## config.mk

```make
export PLATFORM = sky130hd
export DESIGN_NAME = fp16_div
export DESIGN_NICKNAME = d
export VERILOG_FILES = /design/src/rtl/fp16_div_pkg.sv /design/src/rtl/fp16_round_pack.sv /design/src/rtl/fp16_div.sv
export SDC_FILE = /design/constraint.sdc
export NUM_CORES = 1
export LEC_CHECK = 0
export ABC_AREA = 0
export CAP_MARGIN = 5
export CORE_MARGIN = 10
export CORE_UTILIZATION = 35
export CTS_CLUSTER_DIAMETER = 60
export DETAILED_ROUTE_END_ITERATION = 12
export PLACE_DENSITY_LB_ADDON = 0.2
export REMOVE_ABC_BUFFERS = 1
export SLEW_MARGIN = 20
export SYNTH_ARGS = -nofsm -noshare
export SYNTH_HDL_FRONTEND = slang
export SYNTH_HIERARCHICAL = 1
export SYNTH_SLANG_ARGS = --single-unit
```

## constraint.sdc

```tcl
create_clock -name clk -period 7.24 [get_ports clk]
set_input_delay 1.086 -clock clk [delete_from_list [all_inputs] [get_ports clk]]
set_output_delay 1.086 -clock clk [all_outputs]
set_load 0.005 [all_outputs]
```

## src/rtl/fp16_div_pkg.sv

```systemverilog
// Shared fp16 constants, divider FSM states and leading-zero counter.
// Latency: n/a (declarations and a combinational helper only).
// Backpressure: n/a.
package fp16_div_pkg;

   localparam int          FP16_BIAS    = 15;
   localparam logic [15:0] FP16_QNAN    = 16'h7E00;
   localparam logic [15:0] FP16_ZERO    = 16'h0000;
   localparam logic [4:0]  FP16_INF_EXP = 5'h1F;

   // 14 quotient bits: the counter starts at 13 and exits DIV on 0
   localparam logic [3:0]  DIV_LAST_IDX = 4'd13;

   typedef enum logic [1:0] {IDLE, DIV, ROUND, DONE} state_t;

   // Leading zeros of an 11-bit significand (11 when all zero)
   function automatic logic [3:0] lzc11(input logic [10:0] v);
      lzc11 = 4'd11;
      for (int i = 0; i < 11; i++) begin
         if (v[i]) lzc11 = 4'(10 - i);
      end
   endfunction

endpackage

```

## src/rtl/fp16_round_pack.sv

```systemverilog
// Packs sign, signed exponent and 14-bit quotient into fp16 with RNE rounding.
// Latency: combinational.
// Backpressure: none (pure function of its inputs).
module fp16_round_pack
   import fp16_div_pkg::*;
(
   input  logic              sign,
   input  logic signed [7:0] exp,
   input  logic [13:0]       sig,
   input  logic              sticky,
   output logic [15:0]       result
);

   logic              denorm;
   logic signed [7:0] diff;
   logic [3:0]        sh;
   logic [27:0]       wide;
   logic [13:0]       shifted;
   logic              guard;
   logic              st;
   logic              inc;
   logic [11:0]       sum;
   logic signed [7:0] exp_out;

   // Denormal right shift, round-to-nearest-even, carry into exponent, overflow to inf
   always_comb begin
      denorm  = (exp <= 8'sd0);
      diff    = 8'sd1 - exp;
      sh      = 4'd0;
      if (denorm) sh = (diff > 8'sd13) ? 4'd13 : diff[3:0];
      wide    = {sig, 14'b0} >> sh;
      shifted = wide[27:14];
      guard   = shifted[2];
      st      = sticky | (|shifted[1:0]) | (|wide[13:0]);
      inc     = guard & (st | shifted[3]);
      sum     = {1'b0, shifted[13:3]} + {11'b0, inc};
      // a denormal that rounds up into the hidden bit becomes exponent 1
      if (denorm) exp_out = {7'b0, sum[10]};
      else        exp_out = sum[11] ? exp + 8'sd1 : exp;
      if (exp_out >= 8'sd31) result = {sign, FP16_INF_EXP, 10'b0};
      else                   result = {sign, exp_out[4:0], sum[9:0]};
   end

endmodule

```

## src/rtl/fp16_div.sv

```systemverilog
// Iterative fp16 divider, restoring radix-2, one quotient bit per cycle, RNE.
// Latency: out_valid 16 cycles after accept (1 cycle for special operands).
// Backpressure: one op in flight; result held in DONE until out_ready, in_ready only in IDLE.
module fp16_div
   import fp16_div_pkg::*;
(
   input  logic        clk,
   input  logic        rst,
   input  logic        in_valid,
   output logic        in_ready,
   input  logic [15:0] a,
   input  logic [15:0] b,
   output logic        out_valid,
   input  logic        out_ready,
   output logic [15:0] result
);

   state_t            state, state_nxt;
   logic [3:0]        cnt;
   logic [11:0]       rem;
   logic [13:0]       q;
   logic [10:0]       mb;
   logic signed [7:0] eq;
   logic              sign;

   // unpack / special detection
   logic [10:0]       siga, sigb, ma_n, mb_n;
   logic [3:0]        lza, lzb;
   logic signed [6:0] ea_eff, eb_eff;
   logic signed [7:0] eq_calc;
   logic              a_nan, b_nan, a_inf, b_inf, a_zero, b_zero, sq;
   logic              spec_hit;
   logic [15:0]       spec_val;

   // round stage
   logic [13:0]       q_n;
   logic signed [7:0] e_n;
   logic              stk;
   logic [11:0]       rem_sub;
   logic [15:0]       packed_res;

   assign in_ready  = (state == IDLE);
   assign out_valid = (state == DONE);

   // Unpack operands: pre-normalise denormals, derive quotient exponent and special results
   always_comb begin
      siga    = {|a[14:10], a[9:0]};
      sigb    = {|b[14:10], b[9:0]};
      lza     = lzc11(siga);
      lzb     = lzc11(sigb);
      ma_n    = siga << lza;
      mb_n    = sigb << lzb;
      ea_eff  = ((a[14:10] == 5'd0) ? 7'sd1 : $signed({2'b00, a[14:10]})) - $signed({3'b000, lza});
      eb_eff  = ((b[14:10] == 5'd0) ? 7'sd1 : $signed({2'b00, b[14:10]})) - $signed({3'b000, lzb});
      eq_calc = {ea_eff[6], ea_eff} - {eb_eff[6], eb_eff} + 8'(FP16_BIAS);
      sq      = a[15] ^ b[15];
      a_nan   = (a[14:10] == FP16_INF_EXP) && (a[9:0] != 10'd0);
      b_nan   = (b[14:10] == FP16_INF_EXP) && (b[9:0] != 10'd0);
      a_inf   = (a[14:10] == FP16_INF_EXP) && (a[9:0] == 10'd0);
      b_inf   = (b[14:10] == FP16_INF_EXP) && (b[9:0] == 10'd0);
      a_zero  = (a[14:0] == 15'd0);
      b_zero  = (b[14:0] == 15'd0);
      spec_hit = 1'b1;
      spec_val = FP16_QNAN;
      if (a_nan || b_nan || (a_zero && b_zero) || (a_inf && b_inf)) spec_val = FP16_QNAN;
      else if (a_inf)              spec_val = {sq, FP16_INF_EXP, 10'b0};
      else if (b_zero)             spec_val = {sq, FP16_INF_EXP, 10'b0};
      else if (a_zero || b_inf)    spec_val = {sq, FP16_ZERO[14:0]};
      else                         spec_hit = 1'b0;
   end

   // Normalise the raw quotient and gather sticky from round bits and remainder
   always_comb begin
      q_n     = q[13] ? q  : {q[12:0], 1'b0};
      e_n     = q[13] ? eq : eq - 8'sd1;
      stk     = (|q_n[1:0]) | (rem != 12'd0);
      rem_sub = rem - {1'b0, mb};
   end

   fp16_round_pack u_round_pack (
      .sign   (sign),
      .exp    (e_n),
      .sig    (q_n),
      .sticky (stk),
      .result (packed_res)
   );

   // Next-state decode
   always_comb begin
      state_nxt = state;
      case (state)
         IDLE:    if (in_valid) state_nxt = spec_hit ? DONE : DIV;
         DIV:     if (cnt == 4'd0) state_nxt = ROUND;
         ROUND:   state_nxt = DONE;
         DONE:    if (out_ready) state_nxt = IDLE;
         default: state_nxt = IDLE;
      endcase
   end

   // State register and datapath: capture on accept, one restoring step per DIV cycle, register result
   always_ff @(posedge clk) begin
      if (rst) begin
         state  <= IDLE;
         cnt    <= 4'd0;
         rem    <= 12'd0;
         q      <= 14'd0;
         mb     <= 11'd0;
         eq     <= 8'sd0;
         sign   <= 1'b0;
         result <= FP16_ZERO;
      end else begin
         state <= state_nxt;
         case (state)
            IDLE: if (in_valid) begin
               if (spec_hit) begin
                  result <= spec_val;
               end else begin
                  sign <= sq;
                  rem  <= {1'b0, ma_n};
                  mb   <= mb_n;
                  eq   <= eq_calc;
                  q    <= 14'd0;
                  cnt  <= DIV_LAST_IDX;
               end
            end
            DIV: begin
               if (rem >= {1'b0, mb}) begin
                  q   <= {q[12:0], 1'b1};
                  rem <= {rem_sub[10:0], 1'b0};
               end else begin
                  q   <= {q[12:0], 1'b0};
                  rem <= {rem[10:0], 1'b0};
               end
               cnt <= cnt - 4'd1;
            end
            ROUND:   result <= packed_res;
            default: ;
         endcase
      end
   end

endmodule

```

; ---- After elaboration in Yosys (flattened, before gate mapping)
; Cells that the tools add are included.
[word_totals]
in_bits = 36
regBits = 68
word_cells = 132
output_inout_bits = 18
[op_classes]
mux = 58
addsub = 10
n_eq_ne = 10
magnitude_cmp = 4
n_shift = 3
bitwise = 7
n_reduce_logical = 32
[op_table]
columns = cell, n
row1 = $mux W16, 6
row2 = $mux W4, 24
row3 = $mux W14, 3
row4 = $mux W12, 3
row5 = $pmux W16 S2, 1
row6 = $logic_not A15 Y1, 2
row7 = $pmux W14 S2, 1
row8 = $shr A28 B4 Y28, 1
row9 = $mux W8, 3
row10 = $pmux W12 S2, 1
row11 = $shl A11 B4 Y11, 2
row12 = $logic_not A10 Y1, 2
row13 = $reduce_bool A10 Y1, 2
row14 = $mux W15, 1
row15 = $reduce_or A14 Y1, 1
row16 = $add A11 B1 Y12, 1
row17 = $ge A12 B11 Y1, 1
row18 = $reduce_and A3 Y1, 4
row19 = $reduce_bool A12 Y1, 1
row20 = $sub A5 B4 Y6, 2
row21 = $sub A11 B11 Y11, 1
row22 = $eq A5 B5 Y1 const B, 2
row23 = $logic_not A5 Y1, 2
row24 = $mux W5, 2
row25 = 28 further kinds, 55

; ---- Depth between registers and ports, before layout
; Gate-level depths: netlist (run 1).
[logic_depth]
depth_word = 18
ltp_mapped = 24
ltp_nobuf = 21

; ---- Cells and area by module
; The synthesis (run 1) kept the hierarchy.
[modules_own_cells]
columns = module, area_per_inst_um2, seq_area_each_um2, n_inst, cells_each
row1 = fp16_div, 5386.4, 1361.3, 1, 695
row2 = fp16_round_pack, 1881.8, 0.0, 1, 280

; ---- Worst setup path before layout (run 1)
; No wires, ideal clock.
[synth_timing]
kind = register to register
startpoint = register q[13]
endpoint = register result[9]
path_buffers = 6
period_less_slack_ns = 5.756
setup_time_ns = 0.132
path_stages_with_launch = 24
path_slack_ns = 1.484
arrival_time_ns = 5.624
required_time_ns = 7.108
cell_sequence = dfxtp_1 > clkbuf_1 > buf_1 > xnor2_1 > clkbuf_1 > clkbuf_1 > buf_1 > inv_1 > ha_1 > nor2_1 > and3_1 > or4_1 > and2_1 > clkbuf_1 > o221ai_1 > a221oi_1 > nor4b_2 > nand2_4 > mux2_4 > nor4_4 > nor3_1 > nand2b_1 > nand3b_1 > a21oi_1
[synth_via]
elab_chain_cells = 17
elab_cells_between_ends = 23
cone_classes = add/sub: 3 / order compare: 3 / shift: 1 / mux: 8 / bitwise: 5 / reduce/logical: 3
[synth_rtl]
columns = item, line_no
row1 = "start, declared", fp16_div.sv:21  ; logic [13:0] q;
row2 = "start signal, assigned", fp16_div.sv:128  ; q <= {q[12:0], 1'b1};
row3 = "start signal, assigned", fp16_div.sv:131  ; q <= {q[12:0], 1'b0};
row4 = $mux W8 *, fp16_div.sv:75  ; e_n = q[13] ? eq : eq - 8'sd1;
row5 = via e_n[0], fp16_div.sv:37  ; logic signed [7:0] e_n;
row6 = $sub A2 B8 Y8, fp16_round_pack.sv:28  ; diff = 8'sd1 - exp;
row7 = $gt A8 B5 Y1, fp16_round_pack.sv:30  ; if (denorm) sh = (diff > 8'sd13) ? 4'd13 : diff[3:0];
row8 = $mux W4 (2 in a row), fp16_round_pack.sv:30
row9 = $shr A28 B4 Y28, fp16_round_pack.sv:31  ; wide = {sig, 14'b0} >> sh;
row10 = $reduce_or A2 Y1, fp16_round_pack.sv:34  ; st = sticky | (|shifted[1:0]) | (|wide[13:0]);
row11 = $or A1 B1 Y1 (2 in a row), fp16_round_pack.sv:34
row12 = $or A1 B1 Y1, fp16_round_pack.sv:35  ; inc = guard & (st | shifted[3]);
row13 = $and A1 B1 Y1, fp16_round_pack.sv:35
row14 = $add A11 B1 Y12, fp16_round_pack.sv:36  ; sum = {1'b0, shifted[13:3]} + {11'b0, inc};
row15 = $mux W8, fp16_round_pack.sv:39  ; else exp_out = sum[11] ? exp + 8'sd1 : exp;
row16 = $mux W8, fp16_round_pack.sv:38  ; if (denorm) exp_out = {7'b0, sum[10]};
row17 = $ge A8 B6 Y1, fp16_round_pack.sv:40  ; if (exp_out >= 8'sd31) result = {sign, FP16_INF_EXP, 10'b0};
row18 = $mux W15 *, fp16_round_pack.sv:40
row19 = via packed_res[9], fp16_div.sv:40  ; logic [15:0] packed_res;
row20 = $pmux W16 S2 *, fp16_div.sv:113  ; case (state)
row21 = "end signal, assigned", fp16_div.sv:116  ; result <= spec_val;
row22 = "end signal, assigned", fp16_div.sv:136  ; ROUND: result <= packed_res;
row23 = "end, declared", fp16_div.sv:15  ; output logic [15:0] result
; Mark *: on every way through the listed nets, which the timed path passes. The rest lies on a longest branch.
; A chain may end at the register's enable or synchronous reset.

; ---- Worst setup path in the final report (run 1)
[layout_timing]
startpoint = register eq[0]
endpoint = register result[9]
[layout_via]
elab_chain_cells = 18
elab_cells_between_ends = 21
cone_classes = add/sub: 4 / order compare: 3 / shift: 1 / mux: 7 / bitwise: 4 / reduce/logical: 2
[layout_rtl]
columns = item, line_no
row1 = "start, declared", fp16_div.sv:23  ; logic signed [7:0] eq;
row2 = "start signal, assigned", fp16_div.sv:121  ; eq <= eq_calc;
row3 = $sub A8 B2 Y8 *, fp16_div.sv:75
row4 = $mux W8 *, fp16_div.sv:75
row5 = via e_n[2], fp16_div.sv:37
row6 = $sub A2 B8 Y8, fp16_round_pack.sv:28
row7 = $gt A8 B5 Y1, fp16_round_pack.sv:30
row8 = $mux W4 (2 in a row), fp16_round_pack.sv:30
row9 = $shr A28 B4 Y28, fp16_round_pack.sv:31
row10 = $reduce_or A2 Y1, fp16_round_pack.sv:34
row11 = (+3 left out), -
row12 = $and A1 B1 Y1, fp16_round_pack.sv:35
row13 = $add A11 B1 Y12, fp16_round_pack.sv:36
row14 = $mux W8, fp16_round_pack.sv:39
row15 = $mux W8, fp16_round_pack.sv:38
row16 = $ge A8 B6 Y1, fp16_round_pack.sv:40
row17 = $mux W15 *, fp16_round_pack.sv:40
row18 = via packed_res[9], fp16_div.sv:40
row19 = $pmux W16 S2 *, fp16_div.sv:113
; Marked as above.

==> results of run 1 <==
==> stage by stage <==
step	hold WS (ns)	instances	worst slack (ns)	cell area, um2
6_report	0.451	1265	1.20	8270
5_1_grt	0.480	1265	0.688	8270
4_1_cts	0.454	1265	1.27	8270
3_5_place_dp	0.444	1249	1.28	7960
3_3_place_gp	0.446	1249	1.48	7960
2_1_floorplan	0.429	910	1.44	6970
==> registers in the layout, indices dropped and copies added (netlist names) <==
| signal | cells |
|---|---|
| rem | 12 |
| q | 14 |
| result | 16 |
| eq | 8 |
| sign | 1 |
| cnt | 4 |
| mb | 11 |
| state | 2 |
==> worst max path at each step <==
stage	start	end	cells after the start
final	eq[0]	result[9]	20
after global routing	eq[0]	result[14]	20
after CTS	eq[0]	result[9]	20
after detailed placement	eq[0]	result[9]	20
after global placement	eq[0]	result[9]	17
after floorplan	q[13]	result[9]	17
==> power breakdown <==
part	leakage, nW	internal [W]	switching, W	total [W]
Clock	0.143	0.000271	0.000191	0.000462
Combinational	2.40	0.000972	0.00157	0.00255
Sequential	0.555	0.000451	0.0000721	0.000523
==> synthesized netlist by cell type, types with 19 or more instances <==
cell	instances
a21oi_1	84
nor2_1	75
dfxtp_1	68
nand2_1	99
ha_1	40
inv_1	48
nand3_1	51
clkbuf_1	38
mux2i_1	19
xnor2_1	24
o21ai_0	34
nor3_1	33
==> cell families after synthesis <==
family | after synthesis
AOI/OAI and AO/OA | 298
adders and majority gates | 42
muxes | 38
and+or+nand+nor | 375
buffers and inverters | 114
xor gates and xnor gates | 40
DFF | 68
==> area by class of cell <==
cell class                      count  area [um2]  share of cell area
Multi-Input combinational cell    793        5440               0.657
Sequential cell                    68        1360               0.165
Timing Repair Buffer               69         646              0.0780
Tap cell                          270         338              0.0408
Clock buffer                        9         225              0.0272
Inverter                           49         184              0.0222
Clock inverter                      7        80.1             0.00968
==> routing by layer <==
layer / vias up / wire (um) / track usage
met5: - / 0 / 0
met4: 0 / 255 / 0.0443
met3: 18 / 1070 / 0.0303
met2: 228 / 9950 / 0.252
met1: 3522 / 11300 / 0.234
li1: 3659 / - / -
==> worst max-delay path: cells and delay by family, from the launching register on <==
kind,cells,cell delay (ns)
and+or+nand+nor,7,1.75
AOI/OAI and AO/OA,6,1.81
xor gates and xnor gates,2,0.91
buffers and inverters,2,0.25
DFF,1,0.35
adders and majority gates,2,0.46
muxes,1,0.36
==> flow_summary_export.csv, run 1 <==
group,metric,value,unit
floorplanning,initial_core_util,0.357,
layout,final_common_cell,"nand2_1",
timing,rsz0062_at_grt,"no",
floorplanning,ios,54,
timing,drv_slew,0,
place,routabilityCongestion,0.939,
worst_setup_path,crit_type,"reg2reg",
floorplanning,row_count,52,
synthesis,yosysTopAreaCell,"dfxtp_1",
pwr,power,0.00353,W
run,maxCapViolCount,0,
worst_setup_path,r2r_cells,20,
timing,worstMarginPinSlew,1.05,ns
worst_setup_path,crit_chain,"inv_1, ha_1, nand2b_1, xnor2_1, inv_1, ha_1, xor2_1, a21oi_2, o311ai_0, o2111ai_1, o2111ai_1, a221oi_1, nor4b_2, nand2_4, mux2_4, nor4_4, nor3_1, nand2b_1, nand3b_1, a21oi_1",
global_route,grt_max_degree,72,
worst_setup_path,critPathMaxStageDelay,0.72,ns
synthesis,synthArstFlopShare,0,
worst_hold_path,worstHoldPathType,"reg2reg",
layout,post-route-util,0.406,
pwr,power.density,427,mW/mm2
routing,avgViaCountPerCell,5.87,
routing,wl_per_cell,17.9,um
synthesis,yosysSeqAreaShare,0.187,
cts,holdBufCountCts,0,
global_route,antenna_found_initial,0,
routing,drc,0,
timing,slew_headroom,0.292,
timing,hold_viol,0,
layout,drive_above_1_share,0.0985,
routing,drtAntennaViolNets,0,
layout,layout_common_cells,"99 x nand2_1, 84 x a21oi_1, 75 x nor2_1",
global_route,grt_pass1_vias,6950,
cts,cts_htree_levels,3,
place,port_buffers,53,
synthesis,synth.avg_cell_area,7.45,um2
synthesis,yosys.area_share.simple,0.270,
worst_hold_path,hold_end,"result[0]",
synthesis,synthCells,975,
timing,post-route-period-util,0.835,
synthesis,ys.flop_type,"dfxtp_1",
synthesis,ys.warnings.count,6,
synthesis,synthMuxAreaShare,0.0561,
floorplanning,die_w,164,um
floorplanning,die_y,164,um
worst_setup_path,r2r-start,"eq[0]",
timing,finalSetupTns,0,ns
synthesis,synthAdderAreaFrac,0.0744,
worst_hold_path,hp-start,"result[0]",
run_status,status,"finished, final reports clean",
place,hpwl,17.0,mm
worst_setup_path,crit_arrival,6.25,ns
global_route,grt_pass1_wl,36.9,mm
cts,cts_max_path_buffers,2,
layout,syn_to_final_growth,13.8,%
synthesis,ys_types,94,
worst_setup_path,cp.required,7.45,ns
synthesis,netlist_area,0.00727,mm2
worst_setup_path,crit_slowest_cell,"xnor2_1",
global_route,overflow,0,
synthesis,synth_xor_area_frac,0.0482,
cts,cts_made_buffers,9,
worst_setup_path,worst_setup_path_end_kind,"flop",
layout,diodes,0,
synthesis,ys_seq_elements,68,
layout,final_net_count,1068,
timing,setup_viol,0,
cts,clk_pin_slew,0.07,ns
routing,drt_iter0_drc,637,
worst_setup_path,reg2reg_to,"result[9]",
worst_setup_path,crit_path_max_fanout,10,
synthesis,synth_edf_count,0,
routing,drtPass1Iterations,5,
layout,fillers,2114,
synthesis,synth_area_leaders,"dfxtp_1 19%, ha_1 6.9%, a21oi_1 5.8%, nand2_1 5.1%, nor2_1 3.9%",
timing,fin_worst_skew,0.0112,ns
routing,drt-total-wl,22.6,mm
timing,period_minus_slack,6.04,ns
cts,clock_insertion_delay_worst_skew,0.35,ns
worst_hold_path,hold_depth,2,
synthesis,synth_top_area_share,0.187,
global_route,grt_usage,0.166,
floorplanning,design.core.area,0.0204,mm2
cts,clock-sinks,68,
cts,root_buffer,"clkbuf_16",
cts,post-cts-setup-buffers,0,
cts,cts_resized,0,
pwr,p_leak,3.10,nW
worst_setup_path,start_kind,"flop",
synthesis,synth_top_family_by_area,"compound AO/OA/AOI/OAI gates",
cts,cts_tree,"yes",
floorplanning,dieArea,0.0269,mm2
timing,max_freq,0.165,GHz
worst_setup_path,regToRegSetupSlack,1.20,ns
synthesis,synth-compound-area-share,0.298,
pwr,ir_worst_vdd,167,uV
routing,vias,7427,
Power figures use the tool's default switching activity.
==> run 2: changes to the inputs <==
==> constraint.sdc (replaced) <==
create_clock -name clk -period 5.1 [get_ports clk]
set_input_delay 0.765 -clock clk [delete_from_list [all_inputs] [get_ports clk]]
set_output_delay 0.765 -clock clk [all_outputs]
set_load 0.005 [all_outputs]
==> run 2 against run 1 <==
  * Wire length up 3.2%
  * Clock-buffer cell count is the same
  * Critical path depth decreased by 3
  * Clock power grew 48%
  * First-iteration DRC count decreased by 14%
  * Total power is 63% higher
  * Highest routed layer unchanged
==> flow_summary_export.csv, run 2 (same netlist as run 1, synthesis figures left out) <==
group,metric,value,unit
worst_setup_path,regToRegSetupSlack,0.16,ns
layout,fin_area,0.00913,mm2
layout,syn_to_final_growth,25.6,%
pwr,power.density,629,mW/mm2
floorplanning,design.core.area,0.0204,mm2
run,maxCapViolCount,0,
routing,wl_per_cell,17.3,um
worst_setup_path,crit_type,"reg2reg",
pwr,ir_worst_vdd,274,uV
routing,drtAntennaViolNets,0,
worst_setup_path,r2r_cells,17,
routing,top_layer_used,"met4",
worst_hold_path,hold_depth,2,
floorplanning,ios,54,
timing,rsz0062_at_grt,"yes",
cts,cts_tree,"yes",
layout,ff_latch_area,0.00136,mm2
worst_setup_path,r2r-start,"eq[1]",
routing,wl_met2,10.2,mm
place,port_buffers,53,
timing,post-route-period-util,0.969,
layout,fillers,2051,
worst_setup_path,worst_setup_path_end_kind,"flop",
place,post_dp_cell_area,0.00850,mm2
cts,clock-sinks,68,
timing,fin_worst_skew,0.0117,ns
timing,worstMarginPinSlew,1.04,ns
place,routabilityCongestion,0.925,
worst_hold_path,hold_end,"result[0]",
layout,top_register,"result",
floorplanning,die_y,164,um
routing,vias,7649,
worst_setup_path,cp.required,5.31,ns
cts,root_buffer,"clkbuf_16",
routing,drt-total-wl,23.3,mm
pwr,power,0.00574,W
cts,cts_htree_levels,3,
pwr,p_leak,3.55,nW
cts,clk_pin_slew,0.07,ns
layout,post-route-util,0.448,
worst_hold_path,worstHoldPathType,"reg2reg",
layout,final_net_count,1148,
timing,period_minus_slack,4.94,ns
worst_setup_path,critPathLaunch,"eq[1]",
worst_setup_path,start_kind,"flop",
layout,drive_above_1_share,0.193,
layout,final_common_cell,"nand2_1",
layout,multi_input_area,0.00566,mm2
routing,route.met3.wl,1.03,mm
timing,max_freq,0.202,GHz
global_route,grt_pass1_wl,37.4,mm
worst_setup_path,crit_path_max_fanout,7,
layout,diodes,0,
floorplanning,dieArea,0.0269,mm2
global_route,overflow,0,
worst_setup_path,crit_arrival,5.15,ns
routing,drt_iter0_drc,550,
floorplanning,initial_core_util,0.357,
cts,cts_made_buffers,9,
global_route,grt_pass1_vias,7009,
run_status,status,"finished, final reports clean",
place,hpwl,17.7,mm
timing,hold_viol,0,
global_route,grt_max_degree,52,
routing,drt-met1-wl,11.6,mm
routing,drc,0,
layout,largest_reg_flops,16,
floorplanning,row_count,52,
timing,slew_headroom,0.305,
timing,drv_slew,0,
worst_hold_path,hp-start,"result[0]",
worst_setup_path,reg2reg_to,"result[3]",
timing,setup_viol,0,
cts,cts_max_path_buffers,2,
floorplanning,die_w,164,um
global_route,antenna_found_initial,0,
global_route,grt_usage,0.168,
layout,reg_top3,"result x16, q x14, rem x12",
cts,clock_insertion_delay_worst_skew,0.34,ns
routing,drtPass1Iterations,5,
layout,layout_common_cells,"99 x nand2_1, 93 x buf_4, 84 x a21oi_1",
routing,avgViaCountPerCell,5.69,
-- run 2: cell types whose count changed in the layout (fill, tap and decap cells not counted), moves of 3 or more --
cell	before	now
buf_4	16	93
buf_6	0	3
nor3_1	33	28
nor3_2	1	5
nor4_1	14	11
-- run 2: what timing repair did --
item	in CTS	in global routing
endpoints found under the setup margin	0	15
hold buffers	0	0
buffers inserted	0	7
gates resized for setup	0	48
-- run 2: worst max-delay path: stages, from the launching register on --
cell and delay (ns):
dfxtp_2 0.32, or3_4 0.41, nor4_4 0.14, xor2_1 0.13
or4_4 0.52, or3_4 0.39, a311oi_4 0.43, or2_4 0.23
o221ai_4 0.11, or4_4 0.52, nor4_4 0.34, nand2_4 0.11
mux2_4 0.33, nor4_4 0.36, buf_4 0.20, nor3_1 0.06
o211ai_1 0.11, a21oi_1 0.09
-- run 2: per-stage QoR --
step / hold slack [ns] / TNS, ns / worst slack [ns] / cells
final: 0.454 / 0 / 0.158 / 1345
after global routing: 0.473 / -0.385 / -0.0471 / 1345
after CTS: 0.457 / 0 / 0.0212 / 1337
after detailed placement: 0.448 / 0 / 0.0382 / 1321
after global placement: 0.443 / -0.0171 / -0.0171 / 1321
after floorplan: 0.429 / -9.18 / -0.697 / 910
-- run 2: power breakdown --
part | switching (W) | internal (W) | total, W
Clock | 0.000255 | 0.000431 | 0.000685
Sequential | 0.0000996 | 0.000641 | 0.000741
Combinational | 0.00247 | 0.00185 | 0.00432
-- run 2: worst max path at each step --
stage | endpoint | depth (start not counted)
detailed placement | result[8] | 16
floorplan | result[9] | 17
CTS | result[8] | 16
global placement | result[10] | 18
global route | result[8] | 17
finish | result[3] | 17
-- run 2: final cells by class --
class                   count  area share
clock buffers               9      0.0247
repair buffers            149       0.138
multi-input cells         793       0.620
inverters                  49      0.0202
clock inverters             7      0.0107
flip-flops and latches     68       0.149
well taps                 270      0.0370
-- run 2: layer usage --
metal	global-route usage	vias to the layer above
met4	0.0548	0
met5	0	-
met3	0.0268	34
li1	-	3841
met1	0.240	3566
met2	0.251	208
==> run 3: changes to the inputs <==
--- a/config.mk
+++ b/config.mk
@@ -11,9 +11,8 @@
 export CORE_UTILIZATION = 35
 export CTS_CLUSTER_DIAMETER = 60
 export DETAILED_ROUTE_END_ITERATION = 12
-export PLACE_DENSITY_LB_ADDON = 0.2
 export REMOVE_ABC_BUFFERS = 1
-export SLEW_MARGIN = 20
+export SLEW_MARGIN = 5
 export SYNTH_ARGS = -nofsm -noshare
 export SYNTH_HDL_FRONTEND = slang
 export SYNTH_HIERARCHICAL = 1
==> run 3 against run 2 <==
  * Sequential power hardly changed
  * Hold slack got worse by 0.00084 ns
  * Wire length grew 0.12%
  * Non-clock buffer count fell by 7
  * Utilization fell by 0.77 points
  * Sequential share of layout area increased by 0.23 points
  * Clock skew is 0.0051 ns higher
  * Highest routed layer unchanged
==> flow_summary_export.csv, run 3 (same netlist as run 1, synthesis figures left out) <==
group,metric,value,unit
pwr,power.density,621,mW/mm2
routing,vias,7766,
routing,drt-total-wl,23.3,mm
place,routabilityCongestion,0.982,
place,post_dp_cell_area,0.00846,mm2
routing,drt_iter0_drc,692,
worst_setup_path,start_kind,"flop",
worst_setup_path,crit_arrival,5.12,ns
layout,syn_to_final_growth,23.4,%
pwr,swShare,0.498,
floorplanning,dieArea,0.0269,mm2
global_route,overflow,0,
timing,finalSetupTns,0,ns
worst_setup_path,crit_path_max_fanout,6,
global_route,grt_pass1_vias,7387,
global_route,antenna_found_initial,0,
worst_setup_path,crit_type,"reg2reg",
run,maxCapViolCount,0,
timing,worstMarginPinSlew,0.937,ns
floorplanning,row_count,52,
worst_setup_path,r2r-start,"eq[0]",
layout,multi_input_area,0.00559,mm2
cts,cts_made_buffers,9,
timing,drv_slew,0,
layout,ff_latch_area,0.00136,mm2
pwr,p_leak,3.48,nW
place,port_buffers,53,
cts,clk_pin_slew,0.06,ns
timing,setup_viol,0,
cts,clock-sinks,68,
layout,diodes,0,
worst_hold_path,hold_depth,2,
global_route,grt_max_degree,40,
pwr,p_comb_frac,0.753,
timing,slew_headroom,0.375,
routing,wl_per_cell,17.4,um
layout,largest_reg_flops,16,
floorplanning,die_w,164,um
floorplanning,ios,54,
timing,fin_worst_skew,0.0168,ns
global_route,grt_pass1_wl,38.4,mm
cts,cts_max_path_buffers,2,
worst_hold_path,hp-start,"result[4]",
place,hpwl,17.8,mm
cts,clock_insertion_delay_worst_skew,0.35,ns
layout,final_net_count,1141,
pwr,power_switching,0.00278,W
worst_hold_path,worstHoldPathType,"reg2reg",
routing,drtAntennaViolNets,0,
run_status,status,"finished, final reports clean",
layout,fillers,2104,
cts,root_buffer,"clkbuf_16",
timing,max_freq,0.204,GHz
floorplanning,design.core.area,0.0204,mm2
layout,reg_top3,"result x16, q x14, rem x12",
pwr,p_clk_frac,0.114,
worst_setup_path,worst_setup_path_end_kind,"flop",
worst_setup_path,r2r_cells,17,
worst_setup_path,reg2reg_to,"result[8]",
routing,avgViaCountPerCell,5.80,
layout,layout_common_cells,"99 x nand2_1, 87 x buf_4, 84 x a21oi_1",
routing,drc,0,
worst_setup_path,cp.required,5.32,ns
timing,period_minus_slack,4.89,ns
cts,cts_tree,"yes",
floorplanning,initial_core_util,0.357,
global_route,grt_usage,0.172,
layout,post-route-util,0.440,
pwr,ir_worst_vdd,265,uV
cts,cts_htree_levels,3,
timing,timing.hold.ws,0.453,ns
pwr,p_seq_frac,0.132,
worst_setup_path,regToRegSetupSlack,0.21,ns
floorplanning,die_y,164,um
layout,final_common_cell,"nand2_1",
timing,post-route-period-util,0.960,
layout,drive_above_1_share,0.180,
routing,drtPass1Iterations,5,
layout,top_register,"result",
pwr,p_int,0.00280,W
layout,fin_area,0.00897,mm2
worst_hold_path,hold_end,"result[4]",
timing,hold_viol,0,
-- run 3: worst max-delay path, cell delays in order (launching register included) --
cell	delay, ns
dfxtp_1	0.30
or3_4	0.40
nor4_2	0.18
xor2_1	0.13
or4_4	0.54
or3_4	0.40
a311oi_4	0.31
or2_4	0.20
o221ai_2	0.14
or4_4	0.54
nor4_4	0.37
nand2_4	0.12
mux2_4	0.34
nor4_4	0.36
buf_4	0.20
nor4_2	0.05
o211ai_1	0.09
a21oi_1	0.08
-- run 3: stage by stage --
| stage | setup WS [ns] | std cells | power [W] |
|---|---|---|---|
| after floorplan | -0.697 | 910 | 0.00331 |
| after global placement | 0.0581 | 1316 | 0.00469 |
| after detailed placement | -0.0632 | 1316 | 0.00468 |
| after CTS | 0.000835 | 1332 | 0.00535 |
| after global routing | -0.0266 | 1338 | 0.00601 |
| final | 0.206 | 1338 | 0.00557 |
-- run 3: final cells by class --
cell class | instances | area share
Timing Repair Buffer | 142 | 0.134
Clock buffer | 10 | 0.0255
Inverter | 49 | 0.0205
Multi-Input combinational cell | 793 | 0.624
Sequential cell | 68 | 0.152
Tap cell | 270 | 0.0377
Clock inverter | 6 | 0.00711
-- run 3: how the worst max path moves through the flow --
stage	start	endpoint	slack (ns)	cells past startpoint
detailed placement	eq[0]	result[8]	-0.06	17
global placement	eq[0]	result[8]	0.06	18
floorplan	q[13]	result[9]	-0.70	17
global route	eq[0]	result[10]	-0.03	23
CTS	eq[0]	result[8]	0.0008	17
finish	eq[0]	result[8]	0.21	17
-- run 3: power by group through the flow --
stage	logic, W	clock network [W]	registers (W)
floorplan	0.00260	0	0.000717
global placement	0.00395	0	0.000741
detailed placement	0.00394	0	0.000744
CTS	0.00397	0.000652	0.000733
global route	0.00458	0.000675	0.000754
finish	0.00420	0.000637	0.000738
-- run 3: what timing repair did --
item / in CTS / in global routing
buffers inserted: 0 / 5
pin swaps: 0 / 9
endpoints found under the setup margin: 6 / 15
gates cloned: 0 / 1
resized for setup: 1 / 37
hold buffers: 0 / 0
-- run 3: per-layer routing --
layer	GRT usage	vias to the layer above	wire, um
met3	0.0255	37	1190
met1	0.242	3672	11300
li1	-	3814	-
met5	0	-	0
met4	0.0544	0	512
met2	0.264	243	10300
